### src/rtl/rr_mux16_arbiter_pkg.sv
// Shared constants, state encoding and helpers for the 16-lane round-robin arbiter.
package rr_mux16_arbiter_pkg;

    localparam int unsigned NUM_REQ = 16;
    localparam int unsigned SEL_W   = 4;

    typedef enum logic {
        StIdle = 1'b0,
        StBusy = 1'b1
    } state_e;

    function automatic logic [NUM_REQ-1:0] sel_onehot(input logic [SEL_W-1:0] sel);
        sel_onehot = NUM_REQ'(1) << sel;
    endfunction

endpackage

### src/rtl/mux16x1N.sv
// Plain 16:1 mux of N-bit lanes; lane i lives at din[i*N +: N].
module mux16x1N
    import rr_mux16_arbiter_pkg::*;
#(
    parameter int unsigned N = 8
) (
    input  logic [SEL_W-1:0]     sel,
    input  logic [NUM_REQ*N-1:0] din,
    output logic [N-1:0]         dout
);

    always_comb begin
        dout = din[32'(sel) * N +: N];
    end

endmodule

### src/rtl/rr_mux16_arbiter.sv
// Round-robin arbiter steering a shared 16:1 lane mux into a registered
// valid/ready output stage, with a combinational one-hot ack to the winner.
module rr_mux16_arbiter
    import rr_mux16_arbiter_pkg::*;
#(
    parameter int unsigned N = 8
) (
    input  logic                 clk,
    input  logic                 rst,
    input  logic [NUM_REQ-1:0]   req,
    input  logic [NUM_REQ*N-1:0] din,
    input  logic                 out_ready,
    output logic                 out_valid,
    output logic [N-1:0]         out_data,
    output logic [SEL_W-1:0]     out_sel,
    output logic [NUM_REQ-1:0]   ack
);

    state_e            state_q, state_d;
    logic [SEL_W-1:0]  ptr_q, ptr_d;
    logic [SEL_W-1:0]  sel_q, sel_d;
    logic [N-1:0]      data_q, data_d;

    logic              handshake;
    logic [SEL_W-1:0]  base;
    logic [NUM_REQ-1:0] eligible;
    logic [SEL_W-1:0]  win_idx;
    logic [N-1:0]      win_data;

    // First set bit of vec scanning upward from base, wrapping 15 -> 0.
    function automatic logic [SEL_W-1:0] rr_pick(input logic [NUM_REQ-1:0] vec,
                                                 input logic [SEL_W-1:0]   start);
        logic [SEL_W-1:0] idx;
        logic             found;
        rr_pick = start;
        found   = 1'b0;
        for (int i = 0; i < NUM_REQ; i++) begin
            idx = start + SEL_W'(i);
            if (!found && vec[idx]) begin
                rr_pick = idx;
                found   = 1'b1;
            end
        end
    endfunction

    always_comb begin
        handshake = (state_q == StBusy) && out_ready;
        base      = handshake ? sel_q + SEL_W'(1) : ptr_q;
        // The current winner still holds req during its ack cycle; mask it out.
        eligible  = handshake ? (req & ~sel_onehot(sel_q)) : req;
        win_idx   = rr_pick(eligible, base);
    end

    mux16x1N #(
        .N(N)
    ) u_mux (
        .sel (win_idx),
        .din (din),
        .dout(win_data)
    );

    always_comb begin
        state_d = state_q;
        ptr_d   = ptr_q;
        sel_d   = sel_q;
        data_d  = data_q;
        unique case (state_q)
            StIdle: begin
                if (|eligible) begin
                    state_d = StBusy;
                    sel_d   = win_idx;
                    data_d  = win_data;
                end
            end
            StBusy: begin
                if (out_ready) begin
                    ptr_d = sel_q + SEL_W'(1);
                    if (|eligible) begin
                        sel_d  = win_idx;
                        data_d = win_data;
                    end else begin
                        state_d = StIdle;
                    end
                end
            end
            default: state_d = StIdle;
        endcase
    end

    always_ff @(posedge clk) begin
        if (rst) begin
            state_q <= StIdle;
            ptr_q   <= '0;
            sel_q   <= '0;
            data_q  <= '0;
        end else begin
            state_q <= state_d;
            ptr_q   <= ptr_d;
            sel_q   <= sel_d;
            data_q  <= data_d;
        end
    end

    always_comb begin
        out_valid = (state_q == StBusy);
        out_data  = data_q;
        out_sel   = sel_q;
        ack       = (out_valid && out_ready) ? sel_onehot(sel_q) : '0;
    end

endmodule
### config.mk
export PLATFORM = sky130hd
export DESIGN_NAME = rr_mux16_arbiter
export DESIGN_NICKNAME = d
export VERILOG_FILES = /design/src/rtl/rr_mux16_arbiter_pkg.sv /design/src/rtl/mux16x1N.sv /design/src/rtl/rr_mux16_arbiter.sv
export SDC_FILE = /design/constraint.sdc
export NUM_CORES = 1
export LEC_CHECK = 0
export ABC_CLOCK_PERIOD_IN_PS = 8590
export CAP_MARGIN = 20
export CORE_MARGIN = 10
export CORE_UTILIZATION = 45
export CTS_CLUSTER_SIZE = 16
export DETAILED_ROUTE_END_ITERATION = 10
export PLACE_DENSITY_LB_ADDON = 0.05
export SLEW_MARGIN = 25
export SYNTH_ARGS = -nofsm -noshare
export SYNTH_HDL_FRONTEND = slang
export SYNTH_SLANG_ARGS = --single-unit
### constraint.sdc
create_clock -name clk -period 8.59 [get_ports clk]
set_input_delay 2.577 -clock clk [delete_from_list [all_inputs] [get_ports clk]]
set_output_delay 2.577 -clock clk [all_outputs]
set_load 0.1 [all_outputs]
# Word level (Yosys, flattened, before mapping)
# Index checks and enable logic that the tools add are counted.
[word_totals]
n_memories = 0
wordCells = 149
out_inout_bits = 29
rom_bits = 0
inputBits = 147
ramBits = 0
latchBits = 0
register_bits = 17
[op_classes]
add_sub_neg = 16
mux = 74
div = 0
reduce_logical = 33
bitwise_logic = 3
n_shift = 2
eq_ne = 1
mul = 0
magnitude_cmp = 16
[ops]
columns = ["op", "count"]
rows = [
  ["indexed part select 128 x 8 -> 8 bit", 1],
  ["less-than comparator 4 x 5 -> 1 bit (second input constant)", 16],
  ["2-to-1 mux 4 bit", 18],
  ["binary-select mux 1 bit (select 4 bit)", 16],
  ["2-to-1 mux 1 bit", 33],
  ["adder 4 bit (second input constant)", 8],
  ["2-to-1 mux 16 bit", 2],
  ["adder 4 x 3 -> 4 bit (second input constant)", 4],
  ["bitwise AND 16 bit", 1],
  ["logical AND 1 bit", 16],
  ["2-to-1 mux 8 bit", 2],
  ["NOT 16 bit", 1],
  ["case mux 8 bit (2 select lines)", 1],
  ["OR reduction 16 bit", 1],
  ["<< shifter 1 x 4 -> 16 bit (first input constant)", 1],
  ["zero test 1 bit", 15],
  ["adder 4 x 1 -> 4 bit (second input constant)", 2],
  ["adder 4 x 2 -> 4 bit (second input constant)", 2],
  ["case mux 4 bit (2 select lines)", 1],
  ["!= test 2 bit (second input constant)", 1],
  ["case mux 1 bit (2 select lines)", 1],
  ["AND reduction 2 bit", 1],
  ["NOT 1 bit", 1],
]

# Depth between registers and ports, before layout
[logic_depth]
word_depth = 56
depth_mapped = 23
depth_no_buf = 18

# Modules after synthesis
# Synthesis repeated with hierarchy kept, for this count alone.
[hier_totals]
hier_cells = 507
area_unflattened_um2 = 4516.8
[modules_own_cells]
columns = ["mod", "seq_area_each_um2", "area_each_um2", "cells_per_inst", "instances"]
rows = [
  ["rr_mux16_arbiter", 340.3, 3483.3, 437, 1],
  ["mux16x1N", 0.0, 1033.5, 70, 1],
]

# Worst setup path before layout
# No wires, ideal clock.
[synth_timing]
kind = "input port to flip-flop"
from = "input port out_ready"
to = "register data_q[1], in the netlist out_data[1]"
arrival_ns = 7.253
t_required_ns = 8.457
n_path_buf = 8
path_slack_ns = 1.205
path_stages = 22
setup_time_ns = 0.133
cell_sequence = "buf_4 > nand3_2 > nand2_4 > buf_4 > buf_1 > ha_1 > buf_1 > mux4_2 > mux4_2 > buf_6 > and4_4 > buf_6 > and2_1 > a222oi_1 > nand2_1 > a222oi_1 > o21a_1 > buf_4 > buf_6 > a41oi_1 > o211ai_1 > a31oi_1"
[synth_via]
elab_chain_cells = 54
elab_cells_between_ends = 116
cone_classes = "add/sub: 15; eq/ne: 1; shift: 1; mux: 67; reduce/logical: 32"
[synth_lines]
columns = ["item", "line", "source"]
rows = [
  ["from (decl)", "rr_mux16_arbiter.sv:12", "input logic out_ready,"],
  ["parallel branches: the longest is 54 deep, another holds adder 4 x 1 -> 4 bit", "-", ""],
  ["to (signal assigned)", "rr_mux16_arbiter.sv:100", "data_q <= data_d;"],
  ["to (decl)", "rr_mux16_arbiter.sv:22", "logic [N-1:0] data_q, data_d;"],
]
# Parallel ways; which one is timed is not known. The select of a mux whose other input is x is not followed.
# A chain may end at the register's enable or synchronous reset.

# Final worst setup path
[layout_timing]
from = "input port out_ready"
to = "register data_q[7], in the netlist out_data[7]"
# The elaborated chain is that of the path after synthesis.

==> results.json <==
{
  "slowest_stage": "clkdlybuf4s50_1",
  "clkLatencyLatePin_ns": 0.26,
  "worstSetupStartpointType": "input pin",
  "drive_above_1_share": 0.138,
  "io-pin-count": 176,
  "area_growth_pct": 40.4,
  "p_switching_mw": 1.61,
  "path_class": "input pin to flip-flop",
  "grt_antenna_before_repair": 0,
  "min_path_type": "flip-flop to flip-flop",
  "status": "complete, no violations",
  "numCtsBuffers": 3,
  "power_frac_clock": 0.025,
  "postCtsHoldBufs": 0,
  "tns_ns": 0,
  "cp-endpoint": "out_data[7]",
  "grt_first_pass_wirelength_um": 31700,
  "arrival_ns": 8.21,
  "gr-usage-all-layers": 0.260,
  "wl_per_cell_um": 21.6,
  "cp.depth": 17,
  "tritoncts": "yes",
  "max_slew_margin": 0.329,
  "hold_viol_final": 0,
  "yosys_most_used_dff": "dfxtp_1",
  "crit_top_cell": "mux2i_1",
  "min_period_over_period": 0.935,
  "synth_edf_count": 0,
  "critPathLaunch": "out_ready",
  "cts_setup_buffers": 0,
  "vias": 6149,
  "crit_family": "simple AND/OR/NAND/NOR gates",
  "power_frac_seq": 0.051,
  "initial_core_util": 0.458,
  "io_buffers": 175,
  "cellPowerDensity_nw_per_um2": 403,
  "r2r_slack_ns": 2.84,
  "hold_slack_ns": 0.541,
  "leakagePower_nw": 2.60,
  "setup_violations": 0,
  "wirelength_um": 20600,
  "r2r-start": "out_sel[0]",
  "timing.final.max_slew_violations": 0,
  "syn_avg_cell_area_um2": 7.18,
  "post_synth_num_cell_types": 82,
  "swShare": 0.609,
  "yosys_warnings": 0,
  "drcViolationCount": 0,
  "skew_ns": 0.00234,
  "utilization": 0.644,
  "crit-reg2reg-capture": "out_data[7]",
  "place_ws_ns": 0.479,
  "diodes": 0,
  "stdcell_area_um2": 6590,
  "rsz0062_at_grt": "no",
  "syn_inst": 653,
  "die_y_um": 122,
  "cts_root_buf": "clkbuf_8",
  "design.core.area_um2": 10200,
  "tightest_slew_ns": 1.00,
  "grt_overflow_total": 0,
  "grt_pass1_vias": 5900,
  "fin_crit_ns": 8.03,
  "ys_seq_area_frac": 0.0726,
  "cpPeakStageDelay_ns": 0.70,
  "end_kind": "flip-flop",
  "dpl-instance-area_um2": 6540,
  "critPathBufInv": 3,
  "cts.htree.levels": 1,
  "cts_resized": 0,
  "globalplace.congestion": 0.994,
  "syn_area_um2": 4690,
  "peakVddDrop_mv": 0.262,
  "grt_max_degree": 44,
  "cts_num_sinks": 17,
  "crit_chain": "clkdlybuf4s50_1 -> buf_4 -> nand3_2 -> o21ai_0 -> mux2i_1 -> mux2i_1 -> mux4_2 -> and4_1 -> nand4_2 -> nand4bb_4 -> nor3b_4 -> xnor2_4 -> buf_12 -> mux2i_1 -> a311oi_1 -> nand4_1 -> a31oi_1",
  "die_w_um": 122,
  "dp_hpwl_um": 17000,
  "critPathMaxFanout": 43,
  "cellInternalPower_mw": 1.04,
  "yosys_register_bits": 17,
  "die_area_um2": 14900,
  "finalNetCount": 978,
  "worst_r2r_path_depth": 19,
  "crit_required_ns": 8.76,
  "viasPerCell": 6.45,
  "rows": 37,
  "drtPass1Iterations": 7,
  "cap_viol_max_count": 0,
  "mappedNetlistNets": 813,
  "fmax_ghz": 0.124,
  "cts_buffer_depth": 2,
  "async_flop_share": 0,
  "drt_iter0_drc": 723,
  "drtAntennaViolNets": 0,
  "fin_ws_ns": 0.555,
  "comb_power_share": 0.924,
  "clkTransAtPathRegs_ns": 0.08
}
-- power groups by stage --
stage | Combinational (mW) | Clock, mW | Sequential (mW)
floorplan | 1.61 | 0 | 0.276
global placement | 2.36 | 0 | 0.134
detailed placement | 2.38 | 0 | 0.136
CTS | 2.39 | 0.0664 | 0.134
global route | 2.63 | 0.0707 | 0.138
finish | 2.45 | 0.0665 | 0.135
-- cells in the mapped netlist (3+ instances only) --
cell type | n | area (um2)
o22ai_1 | 8 | 50.1
a31oi_1 | 12 | 75.1
and3_1 | 5 | 31.3
nand3_2 | 5 | 50.1
inv_1 | 9 | 33.8
buf_2 | 11 | 55.1
mux4_2 | 17 | 383
o22a_1 | 4 | 35.0
nor2_1 | 47 | 176
nand2_1 | 144 | 541
buf_6 | 8 | 90.1
buf_4 | 6 | 45.0
clkbuf_1 | 10 | 37.5
nand4_1 | 39 | 244
xnor2_2 | 5 | 81.3
a211oi_1 | 8 | 60.1
buf_1 | 6 | 22.5
o21ai_1 | 14 | 70.1
a222oi_1 | 4 | 40.0
a21oi_1 | 16 | 80.1
mux2i_1 | 42 | 420
dfxtp_1 | 17 | 340
o21ai_0 | 18 | 90.1
a311oi_1 | 3 | 26.3
nor3_1 | 8 | 40.0
xnor2_1 | 4 | 35.0
a211o_1 | 4 | 35.0
a22oi_1 | 8 | 60.1
nand2b_1 | 8 | 50.1
a32oi_1 | 9 | 78.8
nand3_1 | 46 | 230
ha_1 | 13 | 163
o21a_1 | 3 | 22.5
mux2_2 | 12 | 135
o211ai_1 | 12 | 90.1
and2_1 | 5 | 31.3
a41oi_1 | 6 | 52.6
inv_2 | 3 | 11.3
-- layout by cell type (no fill, tap or decap), types with 13 or more instances in the layout --
master           Yosys  layout
o21ai_1             14      14
buf_4                6      41
dfxtp_1             17      17
mux4_2              17      17
nor2_1              47      47
ha_1                13      13
a21oi_1             16      16
mux2i_1             42      42
nand2_1            144     144
nand4_1             39      39
nand3_1             46      46
clkdlybuf4s50_1      0     159
o21ai_0             18      18
-- stage by stage --
stage | instances | power [mW]
6_report | 953 | 2.65
3_3_place_gp | 949 | 2.50
5_1_grt | 953 | 2.84
4_1_cts | 953 | 2.59
3_5_place_dp | 949 | 2.51
2_1_floorplan | 653 | 1.89
-- per-layer routing --
metal / track usage / share of wire
met1: 0.342 / 0.40
met4: 0.0604 / 0.027
met5: 0 / 0
met3: 0.0634 / 0.10
met2: 0.419 / 0.47
-- tightest hold or removal path: cells and delay by family (launching register included) --
kind	cells	cell delay, ns
AO/OA/AOI/OAI	2	0.17
flip-flops	1	0.33
-- flip-flops by register name (all words and copies together) (netlist names) --
register	cells
out_data	8
out_sel	4
ptr_q	4
out_valid	1
-- how the worst min path moves through the flow --
stage | endpoint | depth (start not counted) | start | slack, ns
finish | out_data[1] | 2 | out_data[1] | 0.54
global route | out_data[4] | 2 | out_data[4] | 0.59
detailed placement | out_data[1] | 2 | out_data[1] | 0.52
floorplan | ptr_q[1] | 3 | ptr_q[1] | 0.72
CTS | out_data[1] | 2 | out_data[1] | 0.54
global placement | out_data[6] | 2 | out_data[6] | 0.51
-- cell families (layout without fill, tap and decap cells) --
kind of cell,count (synthesis),in the layout,synth area share
buffers and inverters,54,218,0.0637
muxes,72,72,0.205
AOI/OAI and AO/OA,156,156,0.237
xor gates and xnor gates,12,12,0.0384
adders and majority gates,13,13,0.0347
DFF,17,17,0.0726
and+or+nand+nor,329,329,0.349
-- area by class of cell --
type	count	area, um2
multi-input combinational	582	4060
fill	896	3640
timing repair buffer	201	1920
sequential	17	340
tap	136	170
inverter	13	48.8
clock buffer	3	41.3
clock inverter	1	7.51
Power figures use the tool's default switching activity.
